$ cat src/rtl/rvh_uncore_param_pkg.sv
// Shared uncore parameters and types for the 64-bit data burst channel.
// Also holds the state encoding of the receive-side line reassembler.
package rvh_uncore_param_pkg;

  localparam int DATA_LINE_W         = 512;
  localparam int DATA_LENGTH_PER_PKG = 64;
  localparam int DATA_BURST_NUM      = DATA_LINE_W / DATA_LENGTH_PER_PKG;
  localparam int DATA_BURST_NUM_W    = (DATA_BURST_NUM > 1) ? $clog2(DATA_BURST_NUM) : 1;
  localparam int TXN_ID_W            = 4;

  typedef struct packed {
    logic [DATA_LENGTH_PER_PKG-1:0] data;
    logic [DATA_BURST_NUM_W-1:0]    idx;
    logic                           last;
    logic [TXN_ID_W-1:0]            txn_id;
  } data_beat_t;

  typedef struct packed {
    logic [DATA_LINE_W-1:0]    data;
    logic [DATA_BURST_NUM-1:0] mask;
    logic [TXN_ID_W-1:0]       txn_id;
  } data_line_t;

  typedef enum logic [1:0] {
    IDLE    = 2'd0,
    COLLECT = 2'd1,
    FULL    = 2'd2
  } deser_state_e;

  // Forces every beat slice whose mask bit is clear to zero.
  function automatic logic [DATA_LINE_W-1:0] zero_fill(
    input logic [DATA_LINE_W-1:0]    data,
    input logic [DATA_BURST_NUM-1:0] mask
  );
    logic [DATA_LINE_W-1:0]    keep;
    logic [DATA_BURST_NUM-1:0] m;
    keep = '0;
    m    = mask;
    for (int k = 0; k < DATA_BURST_NUM; k++) begin
      keep = keep | (DATA_LINE_W'({DATA_LENGTH_PER_PKG{m[0]}}) << (k * DATA_LENGTH_PER_PKG));
      m    = m >> 1;
    end
    return data & keep;
  endfunction

endpackage

$ cat src/rtl/rvh_data_burst_deser_if.sv
// Beat-in / line-out handshake bundle of the data burst reassembler.
// The reassembler is the slave; the beat producer and line consumer form the master.
interface rvh_data_burst_deser_if
  import rvh_uncore_param_pkg::*;
();

  logic                           beat_vld_i;
  logic                           beat_rdy_o;
  logic [DATA_LENGTH_PER_PKG-1:0] beat_data_i;
  logic [DATA_BURST_NUM_W-1:0]    beat_idx_i;
  logic                           beat_last_i;
  logic [TXN_ID_W-1:0]            beat_txn_id_i;
  logic                           line_vld_o;
  logic                           line_rdy_i;
  logic [DATA_LINE_W-1:0]         line_data_o;
  logic [DATA_BURST_NUM-1:0]      line_mask_o;
  logic [TXN_ID_W-1:0]            line_txn_id_o;
  logic                           err_o;

  modport slave (
    input  beat_vld_i, beat_data_i, beat_idx_i, beat_last_i, beat_txn_id_i, line_rdy_i,
    output beat_rdy_o, line_vld_o, line_data_o, line_mask_o, line_txn_id_o, err_o
  );

  modport master (
    output beat_vld_i, beat_data_i, beat_idx_i, beat_last_i, beat_txn_id_i, line_rdy_i,
    input  beat_rdy_o, line_vld_o, line_data_o, line_mask_o, line_txn_id_o, err_o
  );

endinterface

$ cat src/rtl/rvh_data_line_obuf.sv
// One-entry valid/ready output register for assembled lines.
// Slices without a mask bit are stored as zero so consumers never see stale data.
module rvh_data_line_obuf
  import rvh_uncore_param_pkg::*;
(
  input  logic       clk,
  input  logic       rstn,
  input  logic       load_i,
  input  data_line_t line_i,
  input  logic       rdy_i,
  output logic       vld_o,
  output data_line_t line_o
);

  logic       vld_q;
  data_line_t line_q;

  // A load may coincide with a drain; the new line simply replaces the old one.
  always_ff @(posedge clk or negedge rstn) begin
    if (!rstn) begin
      vld_q  <= 1'b0;
      line_q <= '0;
    end else if (load_i) begin
      vld_q  <= 1'b1;
      line_q <= '{data: zero_fill(line_i.data, line_i.mask), mask: line_i.mask, txn_id: line_i.txn_id};
    end else if (vld_q && rdy_i) begin
      vld_q  <= 1'b0;
    end else begin
      vld_q  <= vld_q;
    end
  end

  assign vld_o  = vld_q;
  assign line_o = line_q;

endmodule

$ cat src/rtl/rvh_data_burst_deser.sv
// Receive-side reassembler: collects 64-bit beats in any order into a 512-bit line
// with a per-beat mask and hands the line out through a one-entry output register.
module rvh_data_burst_deser
  import rvh_uncore_param_pkg::*;
(
  input logic                  clk,
  input logic                  rstn,
  rvh_data_burst_deser_if.slave io
);

  deser_state_e              state_q, state_d;
  logic [DATA_LINE_W-1:0]    buf_data_q, buf_data_d;
  logic [DATA_BURST_NUM-1:0] buf_mask_q, buf_mask_d;
  logic [TXN_ID_W-1:0]       buf_txn_q, buf_txn_d;
  logic                      err_q, err_d;

  data_beat_t                beat_s;
  logic                      accept_s, id_err_s, eff_s, dup_s, complete_s;
  logic                      obuf_free_s, obuf_vld_s, load_s;
  logic [DATA_BURST_NUM-1:0] onehot_s, new_mask_s;
  logic [DATA_LINE_W-1:0]    new_data_s;
  logic [TXN_ID_W-1:0]       cur_txn_s;
  data_line_t                load_line_s, obuf_line_s;

  assign io.beat_rdy_o = (state_q != FULL);

  always_comb begin
    beat_s.data   = io.beat_data_i;
    beat_s.idx    = io.beat_idx_i;
    beat_s.last   = io.beat_last_i;
    beat_s.txn_id = io.beat_txn_id_i;

    accept_s    = io.beat_vld_i && (state_q != FULL);
    id_err_s    = accept_s && (state_q == COLLECT) && (beat_s.txn_id != buf_txn_q);
    eff_s       = accept_s && !id_err_s;
    onehot_s    = DATA_BURST_NUM'(1) << beat_s.idx;
    new_mask_s  = buf_mask_q | onehot_s;
    dup_s       = eff_s && ((buf_mask_q & onehot_s) != '0);
    complete_s  = eff_s && (beat_s.last || (&new_mask_s));
    cur_txn_s   = (state_q == IDLE) ? beat_s.txn_id : buf_txn_q;
    obuf_free_s = !obuf_vld_s || io.line_rdy_i;
    new_data_s  = (buf_data_q & ~(DATA_LINE_W'({DATA_LENGTH_PER_PKG{1'b1}})
                                  << (beat_s.idx * DATA_LENGTH_PER_PKG)))
                | (DATA_LINE_W'(beat_s.data) << (beat_s.idx * DATA_LENGTH_PER_PKG));
    err_d       = id_err_s || dup_s;
  end

  // A completing beat bypasses the buffer when the output register can take it;
  // otherwise the finished line parks in FULL until the consumer drains.
  always_comb begin
    state_d     = state_q;
    buf_data_d  = buf_data_q;
    buf_mask_d  = buf_mask_q;
    buf_txn_d   = buf_txn_q;
    load_s      = 1'b0;
    load_line_s = '{data: buf_data_q, mask: buf_mask_q, txn_id: buf_txn_q};
    case (state_q)
      IDLE, COLLECT: begin
        if (complete_s) begin
          if (obuf_free_s) begin
            load_s      = 1'b1;
            load_line_s = '{data: new_data_s, mask: new_mask_s, txn_id: cur_txn_s};
            state_d     = IDLE;
            buf_data_d  = '0;
            buf_mask_d  = '0;
            buf_txn_d   = '0;
          end else begin
            state_d     = FULL;
            buf_data_d  = new_data_s;
            buf_mask_d  = new_mask_s;
            buf_txn_d   = cur_txn_s;
          end
        end else if (eff_s) begin
          state_d    = COLLECT;
          buf_data_d = new_data_s;
          buf_mask_d = new_mask_s;
          buf_txn_d  = cur_txn_s;
        end else begin
          state_d = state_q;
        end
      end
      FULL: begin
        if (obuf_free_s) begin
          load_s     = 1'b1;
          state_d    = IDLE;
          buf_data_d = '0;
          buf_mask_d = '0;
          buf_txn_d  = '0;
        end else begin
          state_d = FULL;
        end
      end
      default: begin
        state_d    = IDLE;
        buf_data_d = '0;
        buf_mask_d = '0;
        buf_txn_d  = '0;
      end
    endcase
  end

  always_ff @(posedge clk or negedge rstn) begin
    if (!rstn) begin
      state_q    <= IDLE;
      buf_data_q <= '0;
      buf_mask_q <= '0;
      buf_txn_q  <= '0;
      err_q      <= 1'b0;
    end else begin
      state_q    <= state_d;
      buf_data_q <= buf_data_d;
      buf_mask_q <= buf_mask_d;
      buf_txn_q  <= buf_txn_d;
      err_q      <= err_d;
    end
  end

  rvh_data_line_obuf u_obuf (
    .clk    (clk),
    .rstn   (rstn),
    .load_i (load_s),
    .line_i (load_line_s),
    .rdy_i  (io.line_rdy_i),
    .vld_o  (obuf_vld_s),
    .line_o (obuf_line_s)
  );

  assign io.line_vld_o    = obuf_vld_s;
  assign io.line_data_o   = obuf_line_s.data;
  assign io.line_mask_o   = obuf_line_s.mask;
  assign io.line_txn_id_o = obuf_line_s.txn_id;
  assign io.err_o         = err_q;

endmodule

$ cat src/flat_wrapper.sv
// flat-port wrapper written by rule: the top's interface ports become plain ports
module rvh_data_burst_deser_flat import rvh_uncore_param_pkg::*;
  (clk, rstn, io_beat_vld_i, io_beat_data_i, io_beat_idx_i, io_beat_last_i, io_beat_txn_id_i, io_line_rdy_i, io_beat_rdy_o, io_line_vld_o, io_line_data_o, io_line_mask_o, io_line_txn_id_o, io_err_o);
  rvh_data_burst_deser_if io_i ();
  input logic clk;
  input logic rstn;
  input wire logic [$bits(io_i.beat_vld_i)-1:0] io_beat_vld_i;
  input wire logic [$bits(io_i.beat_data_i)-1:0] io_beat_data_i;
  input wire logic [$bits(io_i.beat_idx_i)-1:0] io_beat_idx_i;
  input wire logic [$bits(io_i.beat_last_i)-1:0] io_beat_last_i;
  input wire logic [$bits(io_i.beat_txn_id_i)-1:0] io_beat_txn_id_i;
  input wire logic [$bits(io_i.line_rdy_i)-1:0] io_line_rdy_i;
  output wire logic [$bits(io_i.beat_rdy_o)-1:0] io_beat_rdy_o;
  output wire logic [$bits(io_i.line_vld_o)-1:0] io_line_vld_o;
  output wire logic [$bits(io_i.line_data_o)-1:0] io_line_data_o;
  output wire logic [$bits(io_i.line_mask_o)-1:0] io_line_mask_o;
  output wire logic [$bits(io_i.line_txn_id_o)-1:0] io_line_txn_id_o;
  output wire logic [$bits(io_i.err_o)-1:0] io_err_o;
  assign io_i.beat_vld_i = io_beat_vld_i;
  assign io_i.beat_data_i = io_beat_data_i;
  assign io_i.beat_idx_i = io_beat_idx_i;
  assign io_i.beat_last_i = io_beat_last_i;
  assign io_i.beat_txn_id_i = io_beat_txn_id_i;
  assign io_i.line_rdy_i = io_line_rdy_i;
  assign io_beat_rdy_o = io_i.beat_rdy_o;
  assign io_line_vld_o = io_i.line_vld_o;
  assign io_line_data_o = io_i.line_data_o;
  assign io_line_mask_o = io_i.line_mask_o;
  assign io_line_txn_id_o = io_i.line_txn_id_o;
  assign io_err_o = io_i.err_o;
  rvh_data_burst_deser u_core (.clk(clk), .rstn(rstn), .io(io_i));
endmodule
$ cat config.mk
export PLATFORM = sky130hd
export DESIGN_NAME = rvh_data_burst_deser_flat
export DESIGN_NICKNAME = d
export VERILOG_FILES = /design/src/rtl/rvh_uncore_param_pkg.sv /design/src/rtl/rvh_data_burst_deser_if.sv /design/src/rtl/rvh_data_line_obuf.sv /design/src/rtl/rvh_data_burst_deser.sv /design/src/flat_wrapper.sv
export SDC_FILE = /design/constraint.sdc
export NUM_CORES = 2
export LEC_CHECK = 0
export CORE_MARGIN = 5
export CORE_UTILIZATION = 40
export CTS_CLUSTER_DIAMETER = 50
export DETAILED_ROUTE_END_ITERATION = 16
export HOLD_SLACK_MARGIN = 0.02
export SLEW_MARGIN = 20
export SYNTH_ARGS = -nofsm -noshare
export SYNTH_HDL_FRONTEND = slang
export SYNTH_SLANG_ARGS = --single-unit
$ cat constraint.sdc
create_clock -name clk -period 6 [get_ports clk]
set_input_delay 0.6 -clock clk [delete_from_list [all_inputs] [get_ports clk]]
set_output_delay 0.6 -clock clk [all_outputs]
set_load 0.03 [all_outputs]
## Word level (Yosys, flattened, before mapping)

Index checks and enable logic that the tools add are counted.
W data, S select, Z words.

- Equal/unequal tests: 6
- Shifts and indexed selects: 3
- Multiplexer cells: 28
- Bitwise operators: 13
- Reduce and logical (&&, ||, !) cells: 18

Operators by type and width:

| kind | number |
|---|---|
| $mux W512 | 4 |
| $mux W524 | 3 |
| $and A512 B512 Y512 | 2 |
| $or A512 B512 Y512 | 2 |
| $pmux W512 S2 | 1 |
| $not A512 Y512 | 1 |
| $or A512 B384 Y512 | 1 |
| $or A512 B448 Y512 | 1 |
| $shl A64 B9 Y512 | 1 |
| $shl A64 B9 Y512 const A | 1 |
| $or A256 B320 Y320 | 1 |
| $or A192 B256 Y256 | 1 |
| $or A128 B192 Y192 | 1 |
| $or A64 B128 Y128 | 1 |
| $mux W8 | 4 |
| $mux W4 | 5 |
| $pmux W8 S2 | 1 |
| $and A8 B8 Y8 | 1 |
| $or A8 B8 Y8 | 1 |
| $pmux W4 S2 | 1 |
| $reduce_and A8 Y1 | 1 |
| $reduce_bool A8 Y1 | 1 |
| $shl A1 B3 Y8 const A | 1 |
| $logic_and A1 B1 Y1 | 7 |
| other kinds (16) | 24 |

- Register bits after elaboration: 1052
- Bits of input ports: 76
- Output and inout bits: 527
- Word-level logic and storage cells: 77

## Longest topological paths before layout

- Depth in word-level cells: 17
- Mapped depth: 11
- Gate-level depth less buffers: 6

## Hierarchy

A second synthesis with hierarchy kept.

- Cells, all modules: 5180
- Area total of the unflattened synthesis: 54509.8 µm²

By module, submodules not included:

| module | times used | cells each | area each (µm²) |
|---|---|---|---|
| rvh_data_burst_deser | 1 | 2934 | 33066.7 |
| rvh_data_line_obuf | 1 | 2246 | 21443.1 |

## Least setup slack after synthesis

Ideal clock, no wire load.

- Path kind: input to register
- From: input io_beat_idx_i[1]
- To: register u_core.u_obuf.line_q, in the netlist u_core.u_obuf.line_o[400]
- Library setup time: 0.118 ns
- Data arrival time: 2.530 ns
- Slack: 3.352 ns
- Cell stages on the path: 11
- Cells stage by stage: buf_2 a31o_1 a221o_1 and4_1 buf_2 a21oi_4 buf_4 nor3b_1 buf_2 buf_6 a21o_1

- Word-level cells in the longest chain between the ends: 10
- Elaborated cells on any way between the ends: 18

RTL lines:

| element | RTL line | text |
|---|---|---|
| start: declaration | flat_wrapper.sv:9 | `input wire logic [$bits(io_i.beat_idx_i)-1:0] io_beat_idx_i;` |
| branches (longest 10 deep; another with $mux W524) | -- |  |
| end signal: assignment | rvh_data_line_obuf.sv:25 | `line_q <= '{data: zero_fill(line_i.data, line_i.mask), mask: line_i.mask, txn_id: line_i.txn_id};` |
| end: declaration | rvh_data_line_obuf.sv:16 | `data_line_t line_q;` |

Several ways; the timed one is not identified.
A chain may end at the register's enable or synchronous reset.

## Worst setup path after layout

- From: input io_beat_idx_i[0]
- To: register u_core.u_obuf.line_q, in the netlist u_core.u_obuf.line_o[306]

- Word-level cells in the longest chain between the ends: 12
- Elaborated cells on any way between the ends: 20

RTL lines:

| element |
|---|
| branches (longest 12 deep; another with $mux W524) |

Several ways; the timed one is not identified.

==> flow_metrics.tcl <==
set metrics [dict create \
    grt_pass1_wl_um 234000 \
    yosys_most_used_dff "dfrtp_1" \
    worst_ir_drop_vdd_mv 0.291 \
    slew_viol_final 0 \
    pin_count 603 \
    yosys_register_bits 1052 \
    cts_buffers 120 \
    overflow 0 \
    grt_max_degree 147 \
    syn2layout_area_growth_pct 25.2 \
    worst_setup_path_end_kind "flop" \
    gp_congestion 0.805 \
    cpPeakStageDelay_ns 0.83 \
    synthesis.nets 4250 \
    rsz0062_at_grt "false" \
    root_buffer "clkbuf_16" \
    dieWidth_um 342 \
    dieArea_mm2 0.117 \
    synth-seq-area-share_pct 59.8 \
    slew-limit-headroom_pct 21.2 \
    synth_area_mm2 0.0440 \
    powerDensity_mw_per_mm2 386 \
    port_buffers 602 \
    start_util_pct 40.3 \
    hold_path_class "reg2reg" \
    regArea_mm2 0.0263 \
    yosysWarnings 0 \
    start_kind "primary input" \
    wl_per_cell_um 25.8 \
    coreArea_mm2 0.109 \
    ant_nets 0 \
    fillers 9818 \
    maxCapViolCount 0 \
    final_layout_size_suffix_gt1_share_pct 7.03 \
    synth_cell_type_count 49 \
    hold_viol_final 0 \
    crit_required_ns 6.64 \
    cp_cell_sequence "clkdlybuf4s50_1 > nor3_1 > a221o_1 > and4_1 > and3_4 > buf_4 > a22o_1 > a21o_1" \
    whs_ns 0.468 \
    setup_violations 0 \
    async_flop_share_pct 100 \
    antenna_found_initial 2 \
    nNetsFinal 4599 \
    drcViolationCount 0 \
    num_rows 121 \
    multiInputGateArea_mm2 0.0158 \
    rrSetupSlack_ns 2.38 \
    status "finished clean" \
    fin_skew_ns 0.0141 \
    path_max_fanout 38 \
    drtPass1Iterations 6 \
    min_path_cells 1 \
    post_cts_resized 0 \
    synth_enable_flop_cells 0 \
    cts.path.max_buffers 3 \
    dpl.hpwl_um 94900 \
    p_leak_uw 0.0287 \
    period_share_pct 63.6 \
    period_needed_ns 3.81 \
    clk_pin_slew_ns 0.06 \
    critPathKind "in2reg" \
    worstMarginPinSlew_ns 1.18 \
    h-tree-depth 3 \
    clock_latency_ns 0.72 \
    wl_um 157000 \
    finalSetupTns_ns 0 \
    cts.sink_count 1052 \
    grt_pass1_vias 34800 \
    avgViaCountPerCell 5.69 \
    crit_arrival_ns 4.46 \
    grtUsageTotal_pct 26.1 \
    crit_slowest_cell "clkdlybuf4s50_1" \
    die_h_um 342 \
    max_freq_mhz 262 \
    synthCells 4174 \
    cts_tree "built" \
    reg2regPathDepth 7 \
    drt_iter0_drc 3247 \
    synth_area_per_cell_um2 10.5 \
    num_vias 34800 \
]
==> state kept, by name, summed over array words and instances, names as in the netlist <==
register              count
u_core.u_obuf.vld_o       1
u_core.buf_txn_q          4
u_core.buf_mask_q         8
u_core.state_q            2
u_core.buf_data_q       512
u_core.io.err_o           1
u_core.u_obuf.line_o    524
==> report_power, final <==
| part | total (uW) | switching [uW] | internal [uW] |
|---|---|---|---|
| Clock | 7540 | 3100 | 4450 |
| Combinational | 4370 | 2410 | 1960 |
| Sequential | 9370 | 928 | 8440 |
==> layer usage <==
metal	routed length [um]	global-route usage [%]	up-vias	part of all wire, %
met3	11200	5.27	227	7.1
met1	65800	35.3	18000	42
li1	-	-	15200	-
met5	13	0	-	0.0083
met4	4960	8.06	2	3.2
met2	75300	42.7	1295	48
==> through the flow <==
step | setup slack [ns] | area (um^2) | std cells | power, uW | util, %
floorplan | 3.35 | 44000 | 4174 | 11900 | -
global placement | 1.62 | 51000 | 5875 | 13700 | 46.7
detailed placement | 1.51 | 51000 | 5876 | 13800 | 46.7
CTS | 2.26 | 55100 | 6101 | 21400 | 50.5
global route | 1.97 | 55100 | 6102 | 22200 | 50.5
finish | 2.19 | 55100 | 6102 | 21300 | 50.5
==> placed cells by master (no fill, tap or decap), types with 8 or more instances in the layout <==
cell type	synthesis	routed
nor2_1	46	42
bufinv_16	0	9
a21o_1	513	513
dfrtp_1	1052	1052
clkbuf_8	0	25
clkdlybuf4s50_1	0	601
clkbuf_16	0	122
buf_12	0	26
inv_6	0	10
buf_4	30	60
nand2_1	972	968
clkinv_2	0	20
a21oi_1	478	478
clkbuf_1	183	23
a22o_1	553	553
nor3_1	14	8
==> cell type report <==
type	count	share of cell area, %
Sequential cell	1052	47.8
Clock inverter	54	1.14
Inverter	4	0.0272
Multi-Input combinational cell	2656	28.7
Tap cell	1476	3.35
Timing Repair Buffer	689	12.7
Antenna cell	1	0.00454
Clock buffer	170	6.32
==> critical path, delay by kind of cell <==
| family | cells | cell delay [ns] |
|---|---|---|
| simple gates | 3 | 1.85 |
| buf+inv | 2 | 1.38 |
| compound gates | 3 | 0.57 |
==> worst paths after layout <==
check	to	from
hold / removal	u_core.u_obuf.line_o[335]$_DFFE_PN0P_	u_core.buf_data_q[323]$_DFFE_PN0P_
hold reg to reg	u_core.u_obuf.line_o[335]$_DFFE_PN0P_	u_core.buf_data_q[323]$_DFFE_PN0P_
setup reg to reg	u_core.buf_data_q[369]$_DFFE_PN0P_	u_core.buf_txn_q[1]$_DFFE_PN0P_
max in group asynchronous	u_core.u_obuf.line_o[327]$_DFFE_PN0P_	rstn
setup / recovery	u_core.u_obuf.line_o[306]$_DFFE_PN0P_	io_beat_idx_i[0]
min in group asynchronous	u_core.buf_data_q[145]$_DFFE_PN0P_	rstn
==> synth_stat cells, types with 2 or more instances <==
cell      instances  area share, %
nor3_2            2          0.045
nor3_1           14           0.16
nor2_1           46           0.39
a311o_1           2          0.045
a22oi_1           2          0.034
buf_1            81           0.69
buf_2           162            1.8
buf_6             6           0.15
and3_1            6          0.085
xor2_1            4          0.080
o31ai_1           2          0.034
dfrtp_1        1052             60
inv_1             4          0.034
o211ai_1          5          0.085
and2_1            4          0.057
nor3b_1           8           0.14
a22o_1          553             11
nand3b_1          2          0.034
nor2b_1           6          0.085
o22ai_1           2          0.028
a21oi_1         478            5.4
buf_4            30           0.51
nand2b_1          4          0.057
nand2_1         972            8.3
clkbuf_1        183            1.6
nand3_1           9           0.10
a21o_1          513            8.7
==> timing repair <==
item,in CTS,in global routing
hold endpoints to repair,79,0
hold buffers,1,0
buffers inserted,0,0
endpoints found under the setup margin,0,0
==> logic make-up after synthesis <==
family	after synthesis	synth area share [%]
DFF	1052	59.8
buffers and inverters	466	4.79
and+or+nand+nor	1079	9.57
xor gates and xnor gates	4	0.0796
AOI/OAI and AO/OA	1572	25.7
muxes	1	0.0227
Note: power is estimated with default switching activity, not from simulation.
